`config.mk`:
```
export PLATFORM = sky130hd
export DESIGN_NAME = counter_snapshot_reader_flat
export DESIGN_NICKNAME = d
export VERILOG_FILES = /design/src/rtl/counter_snapshot_reader_if.sv /design/src/rtl/counter_snapshot_reader.sv /design/src/flat_wrapper.sv
export SDC_FILE = /design/constraint.sdc
export NUM_CORES = 1
export LEC_CHECK = 0
export BUFFER_PORTS_ARGS = -buffer_cell sky130_fd_sc_hd__buf_2
export CORE_UTILIZATION = 25
export CTS_BUF_LIST = sky130_fd_sc_hd__clkbuf_4 sky130_fd_sc_hd__clkbuf_8 sky130_fd_sc_hd__clkbuf_16
export CTS_CLUSTER_SIZE = 20
export DETAILED_ROUTE_END_ITERATION = 8
export PLACE_DENSITY = 0.42
export SLEW_MARGIN = 20
export SYNTH_ARGS = -nofsm -noshare
export SYNTH_HDL_FRONTEND = slang
export SYNTH_SLANG_ARGS = --single-unit
```
`constraint.sdc`:
```
create_clock -name Clk -period 1.85 [get_ports Clk]
set_clock_uncertainty 0.1 [all_clocks]
set_input_delay 0.2775 -clock Clk [delete_from_list [all_inputs] [get_ports Clk]]
set_output_delay 0.2775 -clock Clk [all_outputs]
set_load 0.05 [all_outputs]
```
`src/rtl/counter_snapshot_reader_if.sv`:
```
// Narrow read-out bus of the counter snapshot reader.
//   Data  : current beat (DATA_W bits)
//   Valid : Data holds a valid beat
//   Ready : consumer accepts the beat when Valid and Ready are both high at a rising edge
//   Last  : high together with Valid on the final beat of a snapshot
// The master modport is the reader side; the slave modport is the consumer side.
interface counter_snapshot_reader_if #(
  parameter int DATA_W = 16
) ();
  logic [DATA_W-1:0] Data;
  logic              Valid;
  logic              Ready;
  logic              Last;

  modport master (output Data, output Valid, output Last, input Ready);
  modport slave  (input Data, input Valid, input Last, output Ready);
endinterface

```
`src/rtl/counter_snapshot_reader.sv`:
```
// Counter snapshot reader.
// On Req, both 64-bit counters are captured in the same cycle. The 128-bit
// snapshot is then streamed as 128/DATA_W beats over a valid/ready bus,
// Count0 first and least-significant chunk first, so that a narrow consumer
// sees a tear-free copy of both counters.
// Ports:
//   Clk, Reset     : clock and synchronous active-high reset
//   Count0, Count1 : live counter values, sampled only on capture
//   Req            : snapshot request, honoured only while idle
//   ClrOvf         : clears the sticky Overrun flag (a dropped Req at the same edge wins)
//   Bus            : Data/Valid/Ready/Last beat stream (master side)
//   Busy           : a snapshot is held or being sent
//   Done           : one-cycle pulse after the final beat is accepted
//   Overrun        : sticky, set when a Req arrives while a snapshot is in flight
module counter_snapshot_reader #(
  parameter int DATA_W = 16
) (
  input  logic                       Clk,
  input  logic                       Reset,
  input  logic [63:0]                Count0,
  input  logic [63:0]                Count1,
  input  logic                       Req,
  input  logic                       ClrOvf,
  counter_snapshot_reader_if.master  Bus,
  output logic                       Busy,
  output logic                       Done,
  output logic                       Overrun
);

  localparam int BEATS = 128 / DATA_W;
  localparam int IDX_W = $clog2(BEATS);
  localparam logic [IDX_W-1:0] LAST_IDX = IDX_W'(BEATS - 1);

  typedef enum logic {
    IDLE,
    SEND
  } state_t;

  state_t            state;
  state_t            state_n;
  logic [127:0]      snap;
  logic [IDX_W-1:0]  idx;
  logic [IDX_W-1:0]  idx_inc;
  logic [6:0]        off;
  logic [DATA_W-1:0] data_q;
  logic [DATA_W-1:0] chunk_next;
  logic              valid;
  logic              capture;
  logic              advance;
  logic              finish;
  logic              dropped;

  always_ff @(posedge Clk) begin
    if (Reset) begin
      state <= IDLE;
    end else begin
      state <= state_n;
    end
  end

  always_comb begin
    state_n = state;
    capture = 1'b0;
    advance = 1'b0;
    finish  = 1'b0;
    dropped = 1'b0;
    case (state)
      IDLE: begin
        if (Req) begin
          capture = 1'b1;
          state_n = SEND;
        end
      end
      SEND: begin
        // Any request while a snapshot is in flight is lost, including
        // one coinciding with the final handshake.
        dropped = Req;
        if (Bus.Ready) begin
          if (idx == LAST_IDX) begin
            finish  = 1'b1;
            state_n = IDLE;
          end else begin
            advance = 1'b1;
          end
        end
      end
      default: state_n = IDLE;
    endcase
  end

  // Data is registered: the next chunk is pre-selected from the snapshot so
  // that an accepted beat is followed by the next one without a bubble.
  assign idx_inc    = idx + 1'b1;
  assign off        = 7'(idx_inc) * 7'(DATA_W);
  assign chunk_next = DATA_W'(snap >> off);

  always_ff @(posedge Clk) begin
    if (Reset) begin
      snap    <= '0;
      idx     <= '0;
      data_q  <= '0;
      Done    <= 1'b0;
      Overrun <= 1'b0;
    end else begin
      Done <= finish;
      if (dropped) begin
        Overrun <= 1'b1;
      end else if (ClrOvf) begin
        Overrun <= 1'b0;
      end
      if (capture) begin
        snap   <= {Count1, Count0};
        idx    <= '0;
        data_q <= Count0[DATA_W-1:0];
      end else if (advance) begin
        idx    <= idx_inc;
        data_q <= chunk_next;
      end
    end
  end

  assign valid     = (state == SEND);
  assign Bus.Valid = valid;
  assign Bus.Data  = data_q;
  assign Bus.Last  = valid && (idx == LAST_IDX);
  assign Busy      = valid;

endmodule

```
`src/flat_wrapper.sv`:
```
// flat-port wrapper written by rule: the top's interface ports become plain ports
module counter_snapshot_reader_flat 
#(
  parameter int DATA_W = 16
)
  (Clk, Reset, Count0, Count1, Req, ClrOvf, Busy, Done, Overrun, Bus_Data, Bus_Valid, Bus_Last, Bus_Ready);
  counter_snapshot_reader_if #(.DATA_W(DATA_W)) Bus_i ();
  input  logic Clk;
  input  logic Reset;
  input  logic [63:0] Count0;
  input  logic [63:0] Count1;
  input  logic Req;
  input  logic ClrOvf;
  output logic Busy;
  output logic Done;
  output logic Overrun;
  output wire logic [$bits(Bus_i.Data)-1:0] Bus_Data;
  output wire logic [$bits(Bus_i.Valid)-1:0] Bus_Valid;
  output wire logic [$bits(Bus_i.Last)-1:0] Bus_Last;
  input wire logic [$bits(Bus_i.Ready)-1:0] Bus_Ready;
  assign Bus_Data = Bus_i.Data;
  assign Bus_Valid = Bus_i.Valid;
  assign Bus_Last = Bus_i.Last;
  assign Bus_i.Ready = Bus_Ready;
  counter_snapshot_reader #(.DATA_W(DATA_W)) u_core (.Clk(Clk), .Reset(Reset), .Count0(Count0), .Count1(Count1), .Req(Req), .ClrOvf(ClrOvf), .Bus(Bus_i), .Busy(Busy), .Done(Done), .Overrun(Overrun));
endmodule
```
==> results of run 1 <==
-- placed cells by master, fill, tap and decap left out, types with 2 or more instances in the layout --
cell / netlist / final
mux4_2: 8 / 8
and3b_1: 2 / 2
a21oi_1: 130 / 130
o21bai_1: 16 / 16
nor3_1: 18 / 18
buf_4: 10 / 7
nand2b_1: 3 / 2
mux4_1: 24 / 24
nand2_1: 258 / 258
dfxtp_2: 0 / 2
nor2_1: 33 / 33
clkbuf_16: 0 / 18
dlygate4sd3_1: 0 / 64
nor4_2: 12 / 12
bufinv_16: 0 / 3
buf_2: 24 / 151
clkinvlp_4: 0 / 5
nor4_1: 4 / 4
buf_12: 2 / 10
clkinv_2: 0 / 4
dfxtp_1: 150 / 148
buf_6: 6 / 2
-- power groups by stage --
| stage | Clock, µW | Combinational [µW] | Sequential, µW |
|---|---|---|---|
| detailed placement | 0 | 1100 | 3660 |
| CTS | 3640 | 1210 | 3590 |
| global placement | 0 | 1100 | 3660 |
| floorplan | 0 | 626 | 3710 |
| finish | 3560 | 1200 | 3580 |
| global route | 3800 | 1320 | 3610 |
-- kinds of logic (layout without fill, tap and decap cells) --
| family | Yosys count | in the layout | share of synthesized area [%] |
|---|---|---|---|
| AOI/OAI and AO/OA | 147 | 147 | 12.1 |
| xor gates and xnor gates | 1 | 1 | 0.136 |
| adders and majority gates | 2 | 2 | 0.388 |
| buffers and inverters | 63 | 268 | 5.93 |
| DFF | 150 | 150 | 46.5 |
| muxes | 33 | 33 | 12.7 |
| and+or+nand+nor | 334 | 334 | 22.2 |
-- state kept, by name (all words and copies together), names as in the netlist --
| signal | cells |
|---|---|
| u_core.Overrun | 1 |
| u_core.idx | 3 |
| u_core.Bus.Data | 16 |
| u_core.snap | 128 |
| u_core.Done | 1 |
| u_core.Bus.Valid | 1 |
-- final timing paths --
kind	endpoint	cells after the start	slack, ns
worst max register to register	u_core.Bus.Data[8]$_SDFFE_PP0P_	5	0.09
worst max-delay path	Bus_Last	4	0.05
worst min-delay path	u_core.snap[41]$_SDFFE_PP0P_	3	0.01
worst min register to register	u_core.snap[67]$_SDFFE_PP0P_	2	0.35
-- cell type report --
type	count	area, µm²	share of cell area [%]
flip-flops and latches	150	3010	34.0
multi-input cells	517	3100	35.1
well taps	330	413	4.68
clock buffers	19	447	5.06
clock inverters	13	156	1.77
repair buffers	236	1710	19.4
-- per-layer routing --
layer | vias up | global-route usage [%]
met5 | - | 0
met2 | 95 | 28.2
met4 | 0 | 4.46
met3 | 16 | 2.95
met1 | 2684 | 19.1
li1 | 2869 | -
-- critical path: stages, from the launching register on --
cell,delay (ns)
dfxtp_2,0.34
ha_4,0.15
ha_2,0.20
and2_4,0.17
buf_8,0.14
-- per-stage QoR --
step	util, %	worst slack [ns]
3_5_place_dp	29.8	0.0157
4_1_cts	34.8	0.00678
3_3_place_gp	29.8	0.0343
6_report	35.0	0.0541
5_1_grt	35.0	0.00691
2_1_floorplan	-	0.0540
-- timing repair --
action | in CTS | in global routing
hold buffers | 64 | 0
setup endpoints to repair | 1 | 9
hold endpoints to repair | 64 | 0
resized for setup | 4 | 5
gates cloned | 0 | 1
==> reports/qor.yml, run 1 <==
status:
  status: "finished clean"
grt:
  grt-ovfl-total: 0
  track_usage_pct: 15.8
  grt_max_degree: 90
  grt_pass1_wl_mm: 31.2
  grt_pass1_vias: 5658
  antenna_found_initial: 0
power_and_ir_drop:
  p_sw_share_pct: 26.5
  power_frac_seq_pct: 42.9
  ir_drop_v: 0.000432
  p_total_uw: 8350
  p_int_uw: 6130
  switchingPower_uw: 2210
  p_clk_share_pct: 42.7
  powerDensity_nw_per_um2: 945
  p_comb_share_pct: 14.4
  p_leak_uw: 0.00363
finish:
  syn_to_final_growth_pct: 36.8
  n_antenna_cell: 0
  fin_nets: 1057
  n_fill_cell: 2710
  final_cells: 1265
  stdcell_area_um2: 8830
  layout-drive-gt1-share_pct: 24.8
job:
  maxCapViolCount: 0
clock_tree:
  clk_latency_ns: 0.42
  clk_pin_slew_ns: 0.06
  post-cts-setup-buffers: 0
  cts-root-buf: "clkbuf_16"
  cts_buffers: 17
  cts.sinks: 150
  cts_buffer_depth: 2
  h-tree-depth: 4
  cts_tree: "built"
min_path:
  min_path_type: "primary input to flip-flop"
  hold_start: "Count0[41]"
logic_synthesis:
  syn-instance-count: 730
  ys_warn_count: 0
  ys.flop_type: "dfxtp_1"
  synth_edf_count: 0
  synthTopCellsByCount: "nand2_1 (258), dfxtp_1 (150), a21oi_1 (130)"
  postSynthAreaPerCell_um2: 8.84
  yosysTopAreaCell: "dfxtp_1"
  synth_area_leaders: "dfxtp_1 (47%), nand2_1 (15%), a21oi_1 (10%), mux4_1 (9.8%), mux4_2 (2.8%)"
  syn_nets: 865
  synth_seq_cells: 150
  yosysSeqAreaShare_pct: 46.5
  synth_top_area_share_pct: 46.5
  syn-cell-area_um2: 6450
  ys_types: 27
  synth.most_common_cell: "nand2_1"
  synthArstFlopShare_pct: 0
sta:
  final-setup-viol-count: 0
  hold_violations: 0
  relSlewSlack_pct: 71.6
  worstMarginPinSlew_ns: 0.425
  drv_slew: 0
  finalCritPeriodShare_pct: 97.1
  tns_ns: 0
  fmax_ghz: 0.557
  timing.hold.ws_ns: 0.0124
  rsz0062_at_grt: "false"
  period_needed_ns: 1.80
die:
  core_um2: 25300
  die_h_um: 163
  io_pins: 154
  initial_utilization_pct: 25.6
  placementRows: 58
  die_area_um2: 26500
  die_w_um: 163
place:
  port_buffers: 153
  placed_cell_area_um2: 7530
  gp_congestion: 0.754
  dpl.hpwl_mm: 14.4
  dp.cells: 1168
worst_setup_path:
  start_kind: "flip-flop"
  cp.required_ns: 1.47
  arrival_ns: 1.42
  critPathMaxFanout: 5
  cp-startpoint: "u_core.idx[0]$_SDFFE_PP0P_"
  endpoint_kind: "primary output"
  path_class: "flip-flop to primary output"
  reg2reg_from: "u_core.idx[0]$_SDFFE_PP0P_"
routing:
  detail-route-antenna-nets: 0
  dr_wl_met2_mm: 10.5
  highest_layer: "met4"
  via_count: 5664
  wl_met3_um: 584
  via_per_inst: 4.48
  dr.pass1.iters: 4
  drt_first_iter_violations: 196
  drt-total-wl_mm: 20.4
  drt-wirelength-per-cell_um: 16.1
  met1_length_mm: 9.09
  drc: 0
Power figures use the tool's default switching activity.
==> inputs of run 2 (changes only) <==
==> constraint.sdc (replaced) <==
create_clock -name Clk -period 1.85 [get_ports Clk]
set_clock_uncertainty 0.1 [all_clocks]
set_input_delay 0.37 -clock Clk [delete_from_list [all_inputs] [get_ports Clk]]
set_output_delay 0.37 -clock Clk [all_outputs]
set_load 0.05 [all_outputs]
==> run 2 against run 1 <==
Flip-flop and latch count is the same. Critical path depth did not move. Highest routed layer unchanged. Fmax fell by 2.4%. Count of clock-buffer cells in the layout grew 1. Register-to-register slack worse by 0.03 ns. Via count is 1.8% lower. Global-route usage increased by 0.099 points. First-iteration DRC count is 39% higher. Sequential power about the same.
==> reports/qor.yml, run 2 (synthesis gave the netlist of run 1 again) <==
finish:
  final_cell_mix: "nand2_1 (258), buf_2 (151), dfxtp_1 (147), a21oi_1 (130), nor2_1 (33)"
  n_antenna_cell: 0
  stdcell_area_um2: 8330
  fin_nets: 1000
  largest-register: "u_core.snap"
  syn_to_final_growth_pct: 29.1
  final_cells: 1208
  largest_reg_flops: 128
  layout-drive-gt1-share_pct: 27.3
  final_common_cell: "nand2_1"
power_and_ir_drop:
  switchingPower_uw: 2260
  p_leak_uw: 0.00344
  powerDensity_nw_per_um2: 1010
  power_frac_seq_pct: 42.6
  ir_drop_v: 0.000598
  p_total_uw: 8410
  p_int_uw: 6150
  p_comb_share_pct: 13.5
  p_sw_share_pct: 26.9
  p_clk_share_pct: 43.9
sta:
  timing.hold.ws_ns: 0.0806
  drv_slew: 0
  finalCritPeriodShare_pct: 99.4
  tns_ns: 0
  fmax_ghz: 0.544
  worstMarginPinSlew_ns: 0.319
  hold_violations: 0
  rsz0062_at_grt: "true"
  period_needed_ns: 1.84
  final-setup-viol-count: 0
  relSlewSlack_pct: 78.7
routing:
  via_count: 5560
  drt-wirelength-per-cell_um: 16.7
  dr.pass1.iters: 5
  drt_first_iter_violations: 273
  via_per_inst: 4.60
  detail-route-antenna-nets: 0
  drt-total-wl_mm: 20.2
  drc: 0
place:
  port_buffers: 153
  gp_congestion: 0.719
  dp.cells: 1175
  dpl.hpwl_mm: 14.8
  placed_cell_area_um2: 7660
clock_tree:
  cts-root-buf: "clkbuf_16"
  h-tree-depth: 4
  cts_buffers: 17
  holdBufCountCts: 0
  cts_tree: "built"
  clk_latency_ns: 0.42
  clk_pin_slew_ns: 0.06
  cts_buffer_depth: 2
  cts.sinks: 150
grt:
  track_usage_pct: 15.9
  grt_pass1_wl_mm: 31.3
  grt-ovfl-total: 0
  grt_pass1_vias: 5563
  grt_max_degree: 70
  antenna_found_initial: 0
worst_setup_path:
  ff2ff_path_depth: 4
  r2r-end: "u_core.Bus.Data[9]$_SDFFE_PP0P_"
  cp-startpoint: "u_core.idx[0]$_SDFFE_PP0P_"
  arrival_ns: 1.37
  critPathMaxFanout: 3
  r2r_setup_slack_ns: 0.06
  cp.required_ns: 1.38
  path_class: "flip-flop to primary output"
  reg2reg_from: "u_core.idx[0]$_SDFFE_PP0P_"
  endpoint_kind: "primary output"
  start_kind: "flip-flop"
die:
  die_area_um2: 26500
  placementRows: 58
  die_h_um: 163
  io_pins: 154
  initial_utilization_pct: 25.6
  core_um2: 25300
  die_w_um: 163
min_path:
  hold_depth: 3
  hold_start: "Count0[58]"
  min_path_type: "primary input to flip-flop"
  hold-path-endpoint: "u_core.snap[58]$_SDFFE_PP0P_"
job:
  maxCapViolCount: 0
status:
  status: "finished clean"
run 2: worst max path at each step:
stage | end | slack [ns]
6_report | Bus_Last | 0.01
3_5_place_dp | u_core.Bus.Data[15]$_SDFFE_PP0P_ | -0.02
5_1_grt | Bus_Last | -0.04
3_3_place_gp | u_core.Bus.Data[15]$_SDFFE_PP0P_ | -0.006
2_1_floorplan | u_core.Bus.Data[10]$_SDFFE_PP0P_ | 0.05
4_1_cts | Bus_Last | -0.01
run 2: repair_timing:
action                     in CTS  in global routing
buffers inserted                1                  0
pin swaps                       2                  0
resized for setup               8                  2
setup endpoints to repair       3                 11
hold endpoints to repair        0                  0
run 2: layout make-up:
cell class / count / area, µm²
clock buffers: 20 / 460
clock inverters: 12 / 166
fillers: 2753 / 16900
multi-input cells: 517 / 3110
flip-flops and latches: 150 / 3010
well taps: 330 / 413
repair buffers: 179 / 1180
run 2: layer usage:
metal / track usage [%] / vias to the layer above / routed length, µm
met3: 3.69 / 13 / 846
met5: 0 / - / 0
met4: 3.91 / 0 / 215
met2: 28.2 / 126 / 10400
met1: 19.1 / 2655 / 8700
li1: - / 2766 / -
run 2: through the flow:
| stage | utilization [%] | worst slack [ns] |
|---|---|---|
| 3_3_place_gp | 30.3 | -0.00640 |
| 3_5_place_dp | 30.3 | -0.0167 |
| 4_1_cts | 33.0 | -0.0101 |
| 6_report | 33.0 | 0.0104 |
| 2_1_floorplan | - | 0.0540 |
| 5_1_grt | 33.0 | -0.0433 |
run 2: power groups by stage:
stage | combinational (µW) | clock [µW] | sequential, µW
after floorplan | 626 | 0 | 3710
after global placement | 1140 | 0 | 3660
after detailed placement | 1160 | 0 | 3660
after CTS | 1160 | 3800 | 3590
after global routing | 1260 | 3940 | 3610
final | 1140 | 3690 | 3580
run 2: critical path, cell delays in order, from the launching register on:
cell and delay (ns):
dfxtp_2 0.34, ha_4 0.16, ha_4 0.15, and2_4 0.16, buf_8 0.14
